### config.mk
export PLATFORM = sky130hd
export DESIGN_NAME = jtyiear_prom_we
export DESIGN_NICKNAME = d
export VERILOG_FILES = /design/src/rtl/jtyiear_pkg.sv /design/src/rtl/jtyiear_prom_we.sv
export SDC_FILE = /design/constraint.sdc
export NUM_CORES = 1
export LEC_CHECK = 0
export ABC_CLOCK_PERIOD_IN_PS = 1900
export CORE_MARGIN = 4
export CORE_UTILIZATION = 45
export CTS_CLUSTER_DIAMETER = 30
export DETAILED_ROUTE_END_ITERATION = 10
export PLACE_DENSITY = 0.84
export REMOVE_ABC_BUFFERS = 1
export SLEW_MARGIN = 10
export SYNTH_ARGS = -nofsm -noshare
export SYNTH_HDL_FRONTEND = slang
export SYNTH_SLANG_ARGS = --single-unit
### constraint.sdc
create_clock -name clk -period 1.9 [get_ports clk]
set_input_delay 0.475 -clock clk [delete_from_list [all_inputs] [get_ports clk]]
set_output_delay 0.475 -clock clk [all_outputs]
set_load 0.03 [all_outputs]
### src/rtl/jtyiear_pkg.sv
// jtyiear_pkg
//   Constants shared by the ROM download path of the Yie Ar Kung-Fu core.
//   - Region bases of the ioctl byte stream. CPU, sound and gfx go to SDRAM.
//     The palette PROM sits above the SDRAM regions.
//   - Palette PROM size.
//   - State encoding of the SDRAM write buffer.
package jtyiear_pkg;

    localparam int DL_AW = 22;

    // ioctl byte-stream layout. The SDRAM mapper uses these offsets.
    localparam logic [DL_AW-1:0] CPU_START  = 22'h0_0000;
    localparam logic [DL_AW-1:0] SND_START  = 22'h1_0000;
    localparam logic [DL_AW-1:0] GFX_START  = 22'h1_2000;
    localparam logic [DL_AW-1:0] PROM_START = 22'h2_8000;

    localparam int PROM_LEN = 32;
    localparam int PROM_AW  = 5;

    // The one-entry SDRAM buffer is either empty (IDLE) or holding a
    // request that has not yet been acknowledged (WAIT).
    typedef enum logic {
        IDLE = 1'b0,
        WAIT = 1'b1
    } sdr_state_t;

endpackage

### src/rtl/jtyiear_prom_we.sv
// jtyiear_prom_we
//   Routes the framework ROM-download byte stream to the game memories.
//   - Bytes below PROM_START go to SDRAM through a one-entry buffer with a
//     req/ack handshake.
//   - Bytes in [PROM_START, PROM_START+PROM_LEN) are written to the palette
//     PROM port one cycle after the strobe. This path never stalls.
//   - Bytes above the PROM window are discarded, and ovf is flagged.
//
// Ports
//   clk, rst_n          system clock and asynchronous active-low reset
//   downloading         framework download window
//   ioctl_addr/dout/wr  incoming byte stream (wr is a one-cycle strobe)
//   sdr_addr/data/req   SDRAM write request, held until sdr_ack
//   sdr_ack             one-cycle acknowledge
//   prog_addr/data/en   palette PROM write port (en is one cycle)
//   dwnld_busy          downloading or an SDRAM write still pending
//   ovf                 sticky error: a dropped strobe or an out-of-range PROM byte
module jtyiear_prom_we #(
    parameter int              AW         = 22,
    parameter logic [AW-1:0]   PROM_START = AW'(jtyiear_pkg::PROM_START),
    parameter int              PROM_LEN   = jtyiear_pkg::PROM_LEN
) (
    input  logic          clk,
    input  logic          rst_n,
    input  logic          downloading,
    input  logic [AW-1:0] ioctl_addr,
    input  logic [7:0]    ioctl_dout,
    input  logic          ioctl_wr,
    output logic [AW-1:0] sdr_addr,
    output logic [7:0]    sdr_data,
    output logic          sdr_req,
    input  logic          sdr_ack,
    output logic [4:0]    prog_addr,
    output logic [7:0]    prog_data,
    output logic          prog_en,
    output logic          dwnld_busy,
    output logic          ovf
);
    import jtyiear_pkg::*;

    localparam logic [AW-1:0] PROM_LEN_AW = AW'(PROM_LEN);

    logic [AW-1:0] prom_off;
    logic          in_sdr, in_prom;
    logic          sdr_wr, accept, drop, oor;
    logic          dl_q;
    logic [AW-1:0] req_addr;
    logic [7:0]    req_data;
    sdr_state_t    state, state_nx;

    // Decode. The offset is taken at full width so that an address far above
    // the window cannot alias into the 5-bit PROM range.
    assign prom_off = ioctl_addr - PROM_START;
    assign in_sdr   = ioctl_addr < PROM_START;
    assign in_prom  = !in_sdr && (prom_off < PROM_LEN_AW);
    assign sdr_wr   = ioctl_wr && in_sdr;
    assign oor      = ioctl_wr && !in_sdr && !in_prom;

    // A new SDRAM byte fits if the buffer is empty, or if it is being
    // emptied this very cycle by sdr_ack.
    assign accept = sdr_wr && ((state == IDLE) || sdr_ack);
    assign drop   = sdr_wr && (state == WAIT) && !sdr_ack;

    // ---------------- SDRAM buffer FSM ----------------
    always_ff @(posedge clk or negedge rst_n) begin
        if (!rst_n) state <= IDLE;
        else        state <= state_nx;
    end

    always_comb begin
        state_nx = state;
        case (state)
            IDLE:    if (sdr_wr) state_nx = WAIT;
            WAIT:    if (sdr_ack && !sdr_wr) state_nx = IDLE;
            default: state_nx = IDLE;
        endcase
    end

    always_comb begin
        sdr_req  = (state == WAIT);
        sdr_addr = req_addr;
        sdr_data = req_data;
    end

    always_ff @(posedge clk or negedge rst_n) begin
        if (!rst_n) begin
            req_addr <= '0;
            req_data <= '0;
        end else if (accept) begin
            req_addr <= ioctl_addr;
            req_data <= ioctl_dout;
        end
    end

    // ---------------- PROM write port ----------------
    // The address and data hold their last values between strobes.
    always_ff @(posedge clk or negedge rst_n) begin
        if (!rst_n) begin
            prog_en   <= 1'b0;
            prog_addr <= '0;
            prog_data <= '0;
        end else begin
            prog_en <= ioctl_wr && in_prom;
            if (ioctl_wr && in_prom) begin
                prog_addr <= prom_off[4:0];
                prog_data <= ioctl_dout;
            end
        end
    end

    // ---------------- Status ----------------
    // If a new error arrives on the same cycle as the rising edge of
    // downloading, the error is kept, so it is never lost.
    always_ff @(posedge clk or negedge rst_n) begin
        if (!rst_n) begin
            dl_q       <= 1'b0;
            dwnld_busy <= 1'b0;
            ovf        <= 1'b0;
        end else begin
            dl_q       <= downloading;
            dwnld_busy <= downloading || (state != IDLE);
            if (drop || oor)             ovf <= 1'b1;
            else if (downloading && !dl_q) ovf <= 1'b0;
        end
    end

endmodule

== After elaboration in Yosys (flattened, before gate mapping) ==
Cells that the tools add are included.
Cells by class
  bitwise logic cells: 1
  order comparisons: 2
  $add $sub $neg: 1
  mux-type cells: 5
  reduce and logical (&&, ||, !) cells: 19
Operators by type and width (count)
  < comparator 22 x 18 -> 1 bit (second input constant): 1
  < comparator 22 x 6 -> 1 bit (second input constant): 1
  subtractor 22 x 18 -> 22 bit (second input constant): 1
  logical AND 1 bit: 10
  zero test 1 bit: 5
  two-way mux 1 bit: 4
  logical OR 1 bit: 3
  one-hot mux 1 bit (2 select lines): 1
  nonzero test 2 bit: 1
  inverter 1 bit: 1
Word-level totals
  output and inout port bits: 47
  word-level logic and storage cells: 37
  flip-flop bits (word level): 48

== Longest topological paths before layout ==
Gate-level depths: netlist of the first run.
  depth in word-level cells: 7
  mapped depth: 7
  gate-level depth less buffers: 6

== Least setup slack after synthesis of the first run ==
No wires, ideal clock.
  path type: in2reg
  start: in ioctl_addr[15]
  end: reg prog_addr[0]
  cell stages on the path: 7
  setup slack: -0.028 ns
  setup time: 0.125 ns
  path buffers: 1
  arrival: 1.803 ns
  path through: inv_1 -> ha_1 -> nand2_1 -> nor4b_4 -> nand4b_4 -> buf_6 -> mux2_4
Between the ends
  longest elaborated chain between the ends: 4
Ends and longest elaborated chain
  start: declaration: line jtyiear_prom_we.sv:26  | input logic [AW-1:0] ioctl_addr,
  subtractor 22 x 18 -> 22 bit or < comparator 22 x 18 -> 1 bit (tied branches): line jtyiear_prom_we.sv:53, jtyiear_prom_we.sv:54
  < comparator 22 x 6 -> 1 bit or zero test 1 bit (tied branches): line jtyiear_prom_we.sv:55  | assign in_prom = !in_sdr && (prom_off < PROM_LEN_AW);
  logical AND 1 bit (*): line jtyiear_prom_we.sv:55
  logical AND 1 bit (*): line jtyiear_prom_we.sv:104  | if (ioctl_wr && in_prom) begin
  end signal: assignment: line jtyiear_prom_we.sv:105  | prog_addr <= prom_off[4:0];
  end: declaration: line jtyiear_prom_we.sv:33  | output logic [4:0] prog_addr,
Every way passes the cells marked *; elsewhere a longest branch is shown, timed or not.
A chain may end at the register's enable or synchronous reset.

== Worst setup path in the final report of the first run ==
  start: in ioctl_addr[11]
  end: reg prog_data[0]
Between the ends
  longest elaborated chain between the ends: 4
Ends and longest elaborated chain
  subtractor 22 x 18 -> 22 bit or < comparator 22 x 18 -> 1 bit (tied branches): line jtyiear_prom_we.sv:53, jtyiear_prom_we.sv:54
  < comparator 22 x 6 -> 1 bit or zero test 1 bit (tied branches): line jtyiear_prom_we.sv:55
  logical AND 1 bit (*): line jtyiear_prom_we.sv:55
  logical AND 1 bit (*): line jtyiear_prom_we.sv:104
  end signal: assignment: line jtyiear_prom_we.sv:106  | prog_data <= ioctl_dout;
  end: declaration: line jtyiear_prom_we.sv:34  | output logic [7:0] prog_data,
Marks and branches as above.

==> results of run 1 <==
==> area by class of cell <==
class | count | area share
clock inverters | 1 | 0.00243
repair buffers | 98 | 0.313
well taps | 50 | 0.0202
flip-flops and latches | 48 | 0.388
inverters | 3 | 0.00364
multi-input cells | 68 | 0.245
clock buffers | 7 | 0.0279
==> worst min path at each step <==
stage | startpoint | endpoint | slack (ns)
after detailed placement | rst_n | sdr_addr[5] | 0.48
after global placement | rst_n | sdr_addr[5] | 0.46
final | rst_n | sdr_addr[5] | 0.15
after floorplan | rst_n | dl_q | 0.18
after global routing | rst_n | dl_q | 0.17
after CTS | rst_n | dl_q | 0.16
==> flip-flops by register name, indices dropped and copies added, names as in the netlist <==
name	cells
prog_data	8
prog_addr	5
sdr_addr	22
prog_en	1
ovf	1
dwnld_busy	1
sdr_req	1
dl_q	1
sdr_data	8
==> stage by stage <==
step | cells | util | area, sq um
floorplan | 119 | - | 1930
global placement | 262 | 0.715 | 2920
detailed placement | 262 | 0.715 | 2920
CTS | 274 | 0.753 | 3080
global route | 275 | 0.758 | 3100
finish | 275 | 0.758 | 3100
==> logic make-up after synthesis <==
| family | count (synthesis) | synth area share |
|---|---|---|
| AND/OR/NAND/NOR | 24 | 0.0986 |
| multiplexers | 39 | 0.244 |
| XOR/XNOR | 2 | 0.00897 |
| AO/OA/AOI/OAI | 2 | 0.00769 |
| adder cells (fa/ha/maj) | 1 | 0.00641 |
| flip-flops | 48 | 0.615 |
| buffers and inverters | 7 | 0.0192 |
==> worst max-delay path: cells and delay by family <==
kind / cells / cell delay (ns)
simple gates: 3 / 0.83
buf+inv: 2 / 0.46
mux: 1 / 0.29
==> metal layers <==
metal  global-route usage  vias up
met5                    0        -
met4               0.0362        0
met3               0.0834        6
met2                0.340       52
met1                0.225      699
li1                     -      633
==> power by group <==
group          switching (mW)  leakage, nW  internal (mW)
logic                   0.425        0.808          0.384
registers              0.0690        0.626           1.15
clock network           0.327       0.0445          0.296
==> synthesized netlist by cell type (all sizes together) <==
master | instances | area, sq um
nor2 | 2 | 15.0
dfrtp | 48 | 1200
ha | 1 | 12.5
or4 | 2 | 18.8
nand2 | 5 | 18.8
nand4b | 1 | 23.8
nor4 | 2 | 12.5
nand3b | 1 | 7.51
or2 | 1 | 6.26
nand3 | 1 | 5.00
xnor2 | 1 | 8.76
a32o | 1 | 10.0
or3 | 1 | 11.3
xor2 | 1 | 8.76
inv | 3 | 11.3
and2 | 4 | 25.0
nor3b | 1 | 12.5
o21ai | 1 | 5.00
buf | 4 | 26.3
nand2b | 2 | 12.5
mux2 | 39 | 477
nor4b | 1 | 23.8
==> timing repair <==
item                                    4_1_cts  5_1_grt
resized for setup                            28       12
pin swaps                                     9        8
endpoints found under the setup margin       41       40
setup buffers                                 3        1
gates cloned                                  1        0
endpoints found under the hold margin         0        0
hold buffers                                  0        0
==> results.cfg, run 1 <==
[run_status]
status = completed

[drt]
wire_per_inst_um = 17.7
drt-pass1-iter-count = 4
drt_iter0_markers = 64
highest_layer = met4
vias = 1390
m1WireLength_um = 1830
postRouteAntennaNets = 0
met3WireLength_um = 422
wl_um = 4860
drc_errors = 0
via_per_inst = 5.05
wl_met2_um = 2570

[sta]
layout_setup_ws_ns = 0.0221
max_freq_ghz = 0.533
final.setup.tns_ns = 0
fin_crit_ns = 1.88
relSlewSlack = 0.653
slew_violations = 0
min_period_over_period = 0.988
finClkSkew_ns = 0.00220
whs_ns = 0.145
finalHoldViolCount = 0
setup-violations-final = 0
tightest_slew_ns = 0.520

[cts]
cts_made_buffers = 5
cts.htree.levels = 2
cts_tree = built
cts.sinks = 48
clk_path_buf_depth = 2
insertion_delay_ns = 0.29
clk_pin_slew_ns = 0.08
cts_root_buf = clkbuf_8

[global_route]
antenna_found_initial = 0
grt_pass1_wl_um = 8000
grt_remaining_overflow = 0
grt_max_degree = 28
grt_usage = 0.195
grt_pass1_vias = 1626

[floorplanning]
dieArea_sq_um = 5460
initial_core_util = 0.478
row_count = 23
ioPinCount = 82
die_height_um = 73.9
core_area_sq_um = 4090
fp.dieW_um = 73.9

[setup_path]
start_kind = input pin
critPathLaunch = ioctl_addr[11]
rrSetupSlack_ns = 0.64
reg2reg_from = sdr_req
crit_type = in2reg
critPathMaxStageDelay_ns = 0.53
end_kind = flop
crit_chain = dlygate4sd2_1, or4_4, nor2_4, nand4b_4, buf_12, mux2_4
worstPathRequired_ns = 2.08
endpoint = prog_data[0]
reg2reg_to = sdr_addr[2]
r2r_cells = 4
crit_arrival_ns = 2.06
slowest_stage = or4_4
path_max_fanout = 7

[finish]
regArea_sq_um = 1200
multi_input_area_sq_um = 757
n_antenna_cell = 0
nFillCells = 255
finalNetCount = 260
drive_above_1_share = 0.360
final_common_cell = clkdlybuf4s50_1
syn_to_final_growth_pct = 58.5
final_cell_mix = clkdlybuf4s50_1 (63), dfrtp_1 (48), mux2_2 (28)

[yosys]
yosysSeqAreaShare = 0.615
synth_seq_cells = 48
synthesis.instances = 123
syn_area_per_cell_sq_um = 15.9
ys_types = 27
synth_warnings = 0
synthesis.area_sq_um = 1950

[placed_design]
numPortBuffers = 81
place_congestion = 0.743
preCtsSetupSlack_ns = -0.617
dp_hpwl_um = 3580

[pwr]
p_leak_nw = 1.48
power_density_nw_per_um2 = 856
worst_ir_drop_vdd_v = 0.000628
finalPower_mw = 2.65

[job]
cap_violations = 0

[worst_hold_path]
hp-class = in2async
No activity file was read; power rests on OpenSTA's default activity.
==> run 2: changes to the inputs <==
Settings changed: HOLD_SLACK_MARGIN set to 0.05.
==> results of run 2 <==
Same layout as run 1: the final DEF is identical, and so are final timing and power.
